$ cat config.mk
export PLATFORM = sky130hd
export DESIGN_NAME = dcsk_sipo_flat
export DESIGN_NICKNAME = d
export VERILOG_FILES = /design/src/rtl/dcsk_pkg.sv /design/src/rtl/dcsk_sipo_if.sv /design/src/rtl/dcsk_sipo.sv /design/src/flat_wrapper.sv
export SDC_FILE = /design/constraint.sdc
export NUM_CORES = 1
export LEC_CHECK = 0
export CELL_PAD_IN_SITES_DETAIL_PLACEMENT = 1
export CELL_PAD_IN_SITES_GLOBAL_PLACEMENT = 1
export CORE_ASPECT_RATIO = 1.1
export CORE_MARGIN = 5
export CORE_UTILIZATION = 42
export DETAILED_ROUTE_END_ITERATION = 8
export PLACE_DENSITY = 0.85
export SLEW_MARGIN = 30
export SYNTH_ARGS = -nofsm -noshare
export SYNTH_HDL_FRONTEND = slang
export SYNTH_SLANG_ARGS = --single-unit
$ cat constraint.sdc
create_clock -name clk -period 3.5 [get_ports clk]
set_input_delay 0.7 -clock clk [delete_from_list [all_inputs] [get_ports clk]]
set_output_delay 0.7 -clock clk [all_outputs]
set_load 0.05 [all_outputs]
$ cat src/rtl/dcsk_pkg.sv
// Shared DCSK message-framing constants for the modulator PISO and the demodulator SIPO.
// Bit order on the air is MSB first: the first bit sent/received is message bit [WIDTH-1].
package dcsk_pkg;

   localparam int DCSK_MSG_WIDTH = 8;

endpackage : dcsk_pkg

$ cat src/rtl/dcsk_sipo_if.sv
// Bit-strobe input and valid/ready message output of the DCSK SIPO assembler.
// master = assembler side, slave = decision stage plus downstream consumer.
interface dcsk_sipo_if
   import dcsk_pkg::*;
#(
   parameter int MSG_WIDTH = DCSK_MSG_WIDTH
);

   logic                 bit_in;
   logic                 bit_vld;
   logic [MSG_WIDTH-1:0] msg_out;
   logic                 msg_vld;
   logic                 msg_rdy;

   modport master (
      input  bit_in,
      input  bit_vld,
      input  msg_rdy,
      output msg_out,
      output msg_vld
   );

   modport slave (
      output bit_in,
      output bit_vld,
      output msg_rdy,
      input  msg_out,
      input  msg_vld
   );

endinterface : dcsk_sipo_if

$ cat src/rtl/dcsk_sipo.sv
// DCSK receive-side serial-in parallel-out message assembler, MSB first.
// A completed word lands in a holding register so assembly of the next word never stalls.
module dcsk_sipo
   import dcsk_pkg::*;
#(
   parameter int  MSG_WIDTH = DCSK_MSG_WIDTH,
   localparam int CNT_WIDTH = $clog2(MSG_WIDTH)
)(
   input  logic           clk,
   input  logic           rst_n,
   input  logic           clr,
   dcsk_sipo_if.master    bus,
   output logic           busy,
   output logic           ovf
);

   localparam logic [CNT_WIDTH-1:0] CNT_LAST = CNT_WIDTH'(MSG_WIDTH - 1);

   logic [MSG_WIDTH-1:0] shift_q;
   logic [MSG_WIDTH-1:0] shift_nxt;
   logic [CNT_WIDTH-1:0] cnt_q;
   logic [MSG_WIDTH-1:0] msg_q;
   logic                 vld_q;
   logic                 ovf_q;
   logic                 done;
   logic                 out_free;
   logic                 accept;

   assign shift_nxt = {shift_q[MSG_WIDTH-2:0], bus.bit_in};
   assign done      = bus.bit_vld && (cnt_q == CNT_LAST);
   assign accept    = vld_q && bus.msg_rdy;
   // The holding register is free if empty or being drained on this very edge.
   assign out_free  = !vld_q || bus.msg_rdy;

   always_ff @(posedge clk or negedge rst_n) begin
      if (!rst_n) begin
         shift_q <= '0;
         cnt_q   <= '0;
         msg_q   <= '0;
         vld_q   <= 1'b0;
         ovf_q   <= 1'b0;
      end else if (clr) begin
         shift_q <= '0;
         cnt_q   <= '0;
         vld_q   <= 1'b0;
         ovf_q   <= 1'b0;
      end else begin
         if (bus.bit_vld) begin
            shift_q <= shift_nxt;
            cnt_q   <= done ? '0 : cnt_q + CNT_WIDTH'(1);
         end
         if (done && out_free) begin
            msg_q <= shift_nxt;
            vld_q <= 1'b1;
         end else if (done) begin
            // Output still occupied: drop the new word but keep framing.
            ovf_q <= 1'b1;
         end else if (accept) begin
            vld_q <= 1'b0;
         end
      end
   end

   assign bus.msg_out = msg_q;
   assign bus.msg_vld = vld_q;
   assign busy        = (cnt_q != '0);
   assign ovf         = ovf_q;

endmodule : dcsk_sipo

$ cat src/flat_wrapper.sv
// flat-port wrapper written by rule: the top's interface ports become plain ports
module dcsk_sipo_flat import dcsk_pkg::*;
#(
   parameter int  MSG_WIDTH = DCSK_MSG_WIDTH,
   localparam int CNT_WIDTH = $clog2(MSG_WIDTH)
)
  (clk, rst_n, clr, busy, ovf, bus_bit_in, bus_bit_vld, bus_msg_rdy, bus_msg_out, bus_msg_vld);
  dcsk_sipo_if #(.MSG_WIDTH(MSG_WIDTH)) bus_i ();
  input  logic clk;
  input  logic rst_n;
  input  logic clr;
  output logic busy;
  output logic ovf;
  input wire logic [$bits(bus_i.bit_in)-1:0] bus_bit_in;
  input wire logic [$bits(bus_i.bit_vld)-1:0] bus_bit_vld;
  input wire logic [$bits(bus_i.msg_rdy)-1:0] bus_msg_rdy;
  output wire logic [$bits(bus_i.msg_out)-1:0] bus_msg_out;
  output wire logic [$bits(bus_i.msg_vld)-1:0] bus_msg_vld;
  assign bus_i.bit_in = bus_bit_in;
  assign bus_i.bit_vld = bus_bit_vld;
  assign bus_i.msg_rdy = bus_msg_rdy;
  assign bus_msg_out = bus_i.msg_out;
  assign bus_msg_vld = bus_i.msg_vld;
  dcsk_sipo #(.MSG_WIDTH(MSG_WIDTH)) u_core (.clk(clk), .rst_n(rst_n), .clr(clr), .bus(bus_i), .busy(busy), .ovf(ovf));
endmodule
==> results.json, run 1 <==
{
  "clock_pin_slew_reported_for_the_worst_setup_and_hold_paths_after_clock_tree_synthesis_ps": 110,
  "max_freq_ghz": 0.396,
  "cts.sink_count": 20,
  "synth_top_area_cell": "dfrtp_1",
  "synthDominantCellAreaShare_pct": 59.1,
  "insertedDiodeCount": 0,
  "synth.net_count": 74,
  "cap_viol_max_count": 0,
  "num_vias": 545,
  "synth.distinct_cells": 18,
  "setup.worst_path.end_class": "primary output",
  "clkLatencyLatePin_ps": 300,
  "vias_per_cell": 4.91,
  "hold_slack_ps": 321,
  "ant_nets": 0,
  "p_clk_share_pct": 39.6,
  "worstPathRequired_ps": 2800,
  "crit_path_start_kind": "flip-flop",
  "ir_drop_worst_vdd_v": 0.000259,
  "combinationalPowerShare_pct": 8.6,
  "layout-drive-gt1-share_pct": 18.1,
  "synth.ff_latch_count": 20,
  "max-slew-margin-rel_pct": 65.5,
  "syn-instance-count": 65,
  "total_leakage_power_uw": 0.000521,
  "buffer_ports.inserted": 16,
  "numCtsBuffers": 3,
  "dp_cells": 107,
  "timing.rr.end": "u_core.bus.msg_out[6]",
  "cts_post_setup_buffers_inserted": 0,
  "grt_usage_pct": 12.5,
  "totalNegativeSetupSlack_ps": 0,
  "initial_utilization_pct": 43.3,
  "cts_tree": "built",
  "post_layout_nonfiller_instances": 111,
  "core.rowCount": 17,
  "hold_viol": 0,
  "fp.coreArea_um2": 1960,
  "detailedRoute.firstPassIterationCount": 1,
  "switching_power_uw": 93.6,
  "post-layout-total-power_uw": 460,
  "critical_path.reg2reg.startpoint": "u_core.cnt_q[0]",
  "syn2layout_area_growth_pct": 27.6,
  "power-per-cell-area_nw_per_um2": 426,
  "slew_of_the_pin_with_the_lowest_slew_margin_ps": 516,
  "maxSlewViolCount": 0,
  "first_global_vias": 620,
  "routed_wirelength_um": 1550,
  "postCtsResizedCells": 0,
  "min_path_type": "in -> async",
  "reg2reg_slack_ps": 1760,
  "drcViolationCount": 0,
  "synthesis.area_per_instance_um2": 13.0,
  "initialDrtViolationCount": 0,
  "fin_skew_ps": 12.8,
  "final-setup-viol-count": 0,
  "yosys_warnings": 0,
  "place_congestion": 0.701,
  "status": "finished, final reports clean",
  "floorplan.die.height_um": 57.1,
  "synthTopCellsByArea": "dfrtp_1 (59%), mux2i_1 (9.5%), mux2_2 (9.3%)",
  "wire_length_of_the_first_global_routing_pass_um": 2770,
  "die-width_um": 52.8,
  "synth.cell_area_um2": 847,
  "antenna_found_initial": 0,
  "worstPathMaxFanout": 3,
  "postCtsHoldBufs": 0,
  "design.die.area_um2": 3020,
  "grt.overflow.total": 0,
  "clock_tree.buffer_depth": 2,
  "design.final.nets": 93,
  "power.internal_uw": 366,
  "final_worst_path_cycle_share_pct": 72.1,
  "period_needed_ps": 2520,
  "top_level_pins": 17,
  "rsz0062_at_grt": "false",
  "startpoint": "u_core.cnt_q[0]",
  "r2r.worst_path.cells": 5,
  "critPathKind": "reg -> out",
  "htreeDepth": 1,
  "synth-seq-area-share_pct": 59.1,
  "wire_per_inst_um": 14.0,
  "switching_share_pct": 20.3,
  "register_share_of_total_power_pct": 51.8,
  "clock_tree.root_cell": "clkbuf_4",
  "maximum_number_of_pins_on_one_net_before_global_route_repair": 21,
  "dpl.hpwl_um": 1190,
  "worst_ep_arrival_time_ps": 1820
}
## registers in the layout, summed over array words and instances (netlist names)
name                count
u_core.cnt_q            3
u_core.shift_q          7
u_core.bus.msg_vld      1
u_core.ovf              1
u_core.bus.msg_out      8
## cells in the mapped netlist (all sizes together)
cell type / instances
dfrtp: 20
nor2: 11
mux2: 8
mux2i: 8
ha: 3
a21oi: 2
buf: 2
inv: 2
nand2b: 2
a31oi: 1
clkbuf: 1
nand2: 1
nand3b: 1
nor2b: 1
nor3: 1
xnor2: 1
## through the flow
step	setup slack, ps	util (%)	instance area [µm²]
floorplan	1850	-	847
global placement	1100	52.8	1030
detailed placement	1090	52.8	1030
CTS	941	55.5	1090
global route	879	55.2	1080
finish	976	55.2	1080
## cell families after synthesis
logic type,synth area share (%)
mux,20.1
buf+inv,2.81
xor+xnor,1.03
simple gates,10.6
flops,59.1
compound gates,1.92
fa+ha+maj,4.43
## area by class of cell
type / count / area, µm²
clock inverter: 1 / 30.0
tap: 28 / 35.0
clock buffer: 3 / 22.5
sequential: 20 / 500
timing repair buffer: 17 / 163
multi-input combinational: 40 / 323
fill: 213 / 876
inverter: 2 / 7.51
## layer usage
layer  vias up  share of wire, %  wire length [µm]  global-route usage (%)
li1        254                 -                 -                       -
met1       278                43               667                    15.3
met2         9                52               811                    20.2
met3         4               2.8                43                    2.61
met4         0               1.9                29                    6.57
met5         -                 0                 0                       0
## worst max-delay path by stage
stage | end | slack (ps)
final | busy | 980
after global routing | busy | 880
after CTS | busy | 940
after detailed placement | u_core.bus.msg_out[4] | 1090
after global placement | u_core.bus.msg_out[6] | 1100
after floorplan | busy | 1850
## worst max-delay path: stages (launching register included)
cell and delay [ps]:
dfrtp_1 410, inv_1 60, ha_1 190, nand2b_1 70
clkdlybuf4s50_1 790
## cells in the final DEF, fill, tap and decap left out, drive strengths merged
cell and instances:
bufinv 1, a31oi 1, nor3 1, clkdlybuf4s50 15
nand2b 2, nand2 1, nor2b 1, nor2 11
a21oi 2, clkbuf 3, buf 2, nand3b 1
ha 3, dfrtp 20, inv 2, xnor2 1
mux2 8, mux2i 8
## power by group through the flow
stage          combinational, µW  clock, µW  sequential (µW)
6_report                    39.4        182              238
5_1_grt                     43.5        200              239
4_1_cts                     41.0        190              238
3_5_place_dp                41.0          0              243
3_3_place_gp                39.3          0              242
2_1_floorplan               23.1          0              242
Note: power is estimated with default switching activity, not from simulation.
==> inputs of run 2 (changes only) <==
--- a/config.mk
+++ b/config.mk
@@ -9,9 +9,9 @@
 export CELL_PAD_IN_SITES_GLOBAL_PLACEMENT = 1
 export CORE_ASPECT_RATIO = 1.1
 export CORE_MARGIN = 5
-export CORE_UTILIZATION = 42
+export CORE_UTILIZATION = 35
 export DETAILED_ROUTE_END_ITERATION = 8
-export PLACE_DENSITY = 0.85
+export PLACE_DENSITY = 0.76
 export SLEW_MARGIN = 30
 export SYNTH_ARGS = -nofsm -noshare
 export SYNTH_HDL_FRONTEND = slang
==> constraint.sdc (replaced) <==
create_clock -name clk -period 2.26 [get_ports clk]
set_input_delay 0.452 -clock clk [delete_from_list [all_inputs] [get_ports clk]]
set_output_delay 0.452 -clock clk [all_outputs]
set_load 0.05 [all_outputs]
==> run 2 against run 1 <==
Net effect: cell count up 3.6%; clock power up 11%; design area up 0.35%; sequential power up 55%; critical path type unchanged; core utilization down 7.6 points; largest power group unchanged; highest routed layer unchanged; via count down 0.18%; largest cell class unchanged; wire length down 0.64%; register-to-register slack worse by 1200 ps.
==> results.json, run 2 (synthesis gave the netlist of run 1 again) <==
{
  "status": "finished, final reports clean",
  "fp.coreArea_um2": 2270,
  "htreeDepth": 1,
  "detailedRoute.firstPassIterationCount": 1,
  "cts_post_setup_buffers_inserted": 0,
  "final_worst_path_cycle_share_pct": 85.0,
  "design.final.nets": 95,
  "postCtsResizedCells": 0,
  "largest_reg_flops": 8,
  "period_needed_ps": 1920,
  "dpl.hpwl_um": 1170,
  "cap_viol_max_count": 0,
  "insertedDiodeCount": 0,
  "crit_path_start_kind": "flip-flop",
  "post-layout-total-power_uw": 634,
  "cpPeakStageDelay_ps": 800,
  "floorplan.die.height_um": 61.6,
  "clkLatencyLatePin_ps": 300,
  "grt_usage_pct": 10.0,
  "rsz0062_at_grt": "false",
  "die-width_um": 56.9,
  "cts.sink_count": 20,
  "worst_ep_arrival_time_ps": 1470,
  "max_freq_ghz": 0.520,
  "wire_per_inst_um": 13.4,
  "min_path_type": "in -> async",
  "first_global_vias": 603,
  "worstPathMaxFanout": 2,
  "clock_tree.buffer_depth": 2,
  "grt.overflow.total": 0,
  "ant_nets": 0,
  "initialDrtViolationCount": 0,
  "ir_drop_worst_vdd_v": 0.000335,
  "postCtsHoldBufs": 0,
  "setup.worst_path.end_class": "primary output",
  "fin_skew_ps": 9.39,
  "layout-drive-gt1-share_pct": 20.0,
  "place_congestion": 0.654,
  "worstPathRequired_ps": 1810,
  "syn2layout_area_growth_pct": 28.1,
  "cp.buffers_inverters": 1,
  "hold_viol": 0,
  "cts_tree": "built",
  "final-setup-viol-count": 0,
  "detailed_place.area_um2": 1050,
  "wire_length_of_the_first_global_routing_pass_um": 2670,
  "final_cell_area_um2": 1080,
  "numCtsBuffers": 3,
  "design.die.area_um2": 3510,
  "total_leakage_power_uw": 0.000525,
  "clock_pin_slew_reported_for_the_worst_setup_and_hold_paths_after_clock_tree_synthesis_ps": 110,
  "slew_of_the_pin_with_the_lowest_slew_margin_ps": 501,
  "initial_utilization_pct": 37.2,
  "drcViolationCount": 0,
  "hold_slack_ps": 486,
  "num_vias": 544,
  "core.rowCount": 18,
  "max-slew-margin-rel_pct": 66.5,
  "top_level_pins": 17,
  "dp_cells": 111,
  "maximum_number_of_pins_on_one_net_before_global_route_repair": 21,
  "cp_cell_sequence": "clkdlybuf4s50_1",
  "critPathKind": "reg -> out",
  "layout.filler_cells": 248,
  "buffer_ports.inserted": 16,
  "path_delay_family": "buffers and inverters",
  "vias_per_cell": 4.73,
  "totalNegativeSetupSlack_ps": 0,
  "antenna_found_initial": 0,
  "power-per-cell-area_nw_per_um2": 585,
  "routed_wirelength_um": 1540,
  "layout_common_cells": "dfrtp_1 (20), clkdlybuf4s50_1 (15), nor2_1 (11), mux2i_1 (8), mux2_2 (7)",
  "maxSlewViolCount": 0,
  "crit_slowest_cell": "clkdlybuf4s50_1",
  "mostFrequentLayoutCell": "dfrtp_1",
  "post_layout_nonfiller_instances": 115,
  "clock_tree.root_cell": "clkbuf_4"
}
[run 2: routing by layer]
metal | vias to the layer above | part of all wire (%) | GRT usage [%]
met5 | - | 0 | 0
met4 | 0 | 0.58 | 6.29
met3 | 2 | 6.1 | 2.73
met2 | 9 | 51 | 17.6
met1 | 274 | 42 | 10.8
li1 | 259 | - | -
[run 2: layout make-up]
class                           instances  area, µm²  share of cell area, %
Inverter                                2       7.51                  0.692
Multi-Input combinational cell         40        323                   29.8
Sequential cell                        20        500                   46.1
Tap cell                               30       37.5                   3.46
Timing Repair Buffer                   19        180                   16.6
Clock buffer                            4       36.3                   3.34
[run 2: report_power, final]
group / switching [µW] / internal [µW]
sequential: 5.08 / 364
combinational: 36.8 / 26.8
clock: 104 / 98.1
total: 146 / 489
[run 2: path summary, 6_finish.rpt]
| path | cells after the start | startpoint | slack [ps] | endpoint |
|---|---|---|---|---|
| worst max-delay path | 1 | u_core.bus.msg_out[7] | 340 | bus_msg_out[7] |
| worst min-delay path | 2 | rst_n | 490 | u_core.bus.msg_out[7] |
| worst max register to register | 5 | u_core.cnt_q[0] | 520 | u_core.bus.msg_out[1] |
| worst min register to register | 1 | u_core.bus.msg_out[2] | 500 | u_core.bus.msg_out[2] |
| max in group asynchronous | 2 | rst_n | 1560 | u_core.bus.msg_out[0] |
| min in group clk | 1 | u_core.bus.msg_out[2] | 500 | u_core.bus.msg_out[2] |
[run 2: metrics by stage]
step / utilization [%] / setup WS (ps)
global route: 47.7 / 275
floorplan: - / 665
CTS: 47.7 / 311
finish: 47.7 / 338
global placement: 46.1 / 360
detailed placement: 46.1 / 354
==> inputs of run 3 (changes only) <==
--- a/config.mk
+++ b/config.mk
@@ -11,6 +11,7 @@
 export CORE_MARGIN = 5
 export CORE_UTILIZATION = 35
 export DETAILED_ROUTE_END_ITERATION = 8
+export HOLD_SLACK_MARGIN = 0.03
 export PLACE_DENSITY = 0.76
 export SLEW_MARGIN = 30
 export SYNTH_ARGS = -nofsm -noshare
==> results of run 3 <==
The final DEF is identical to that of run 2; final timing and power are the same.
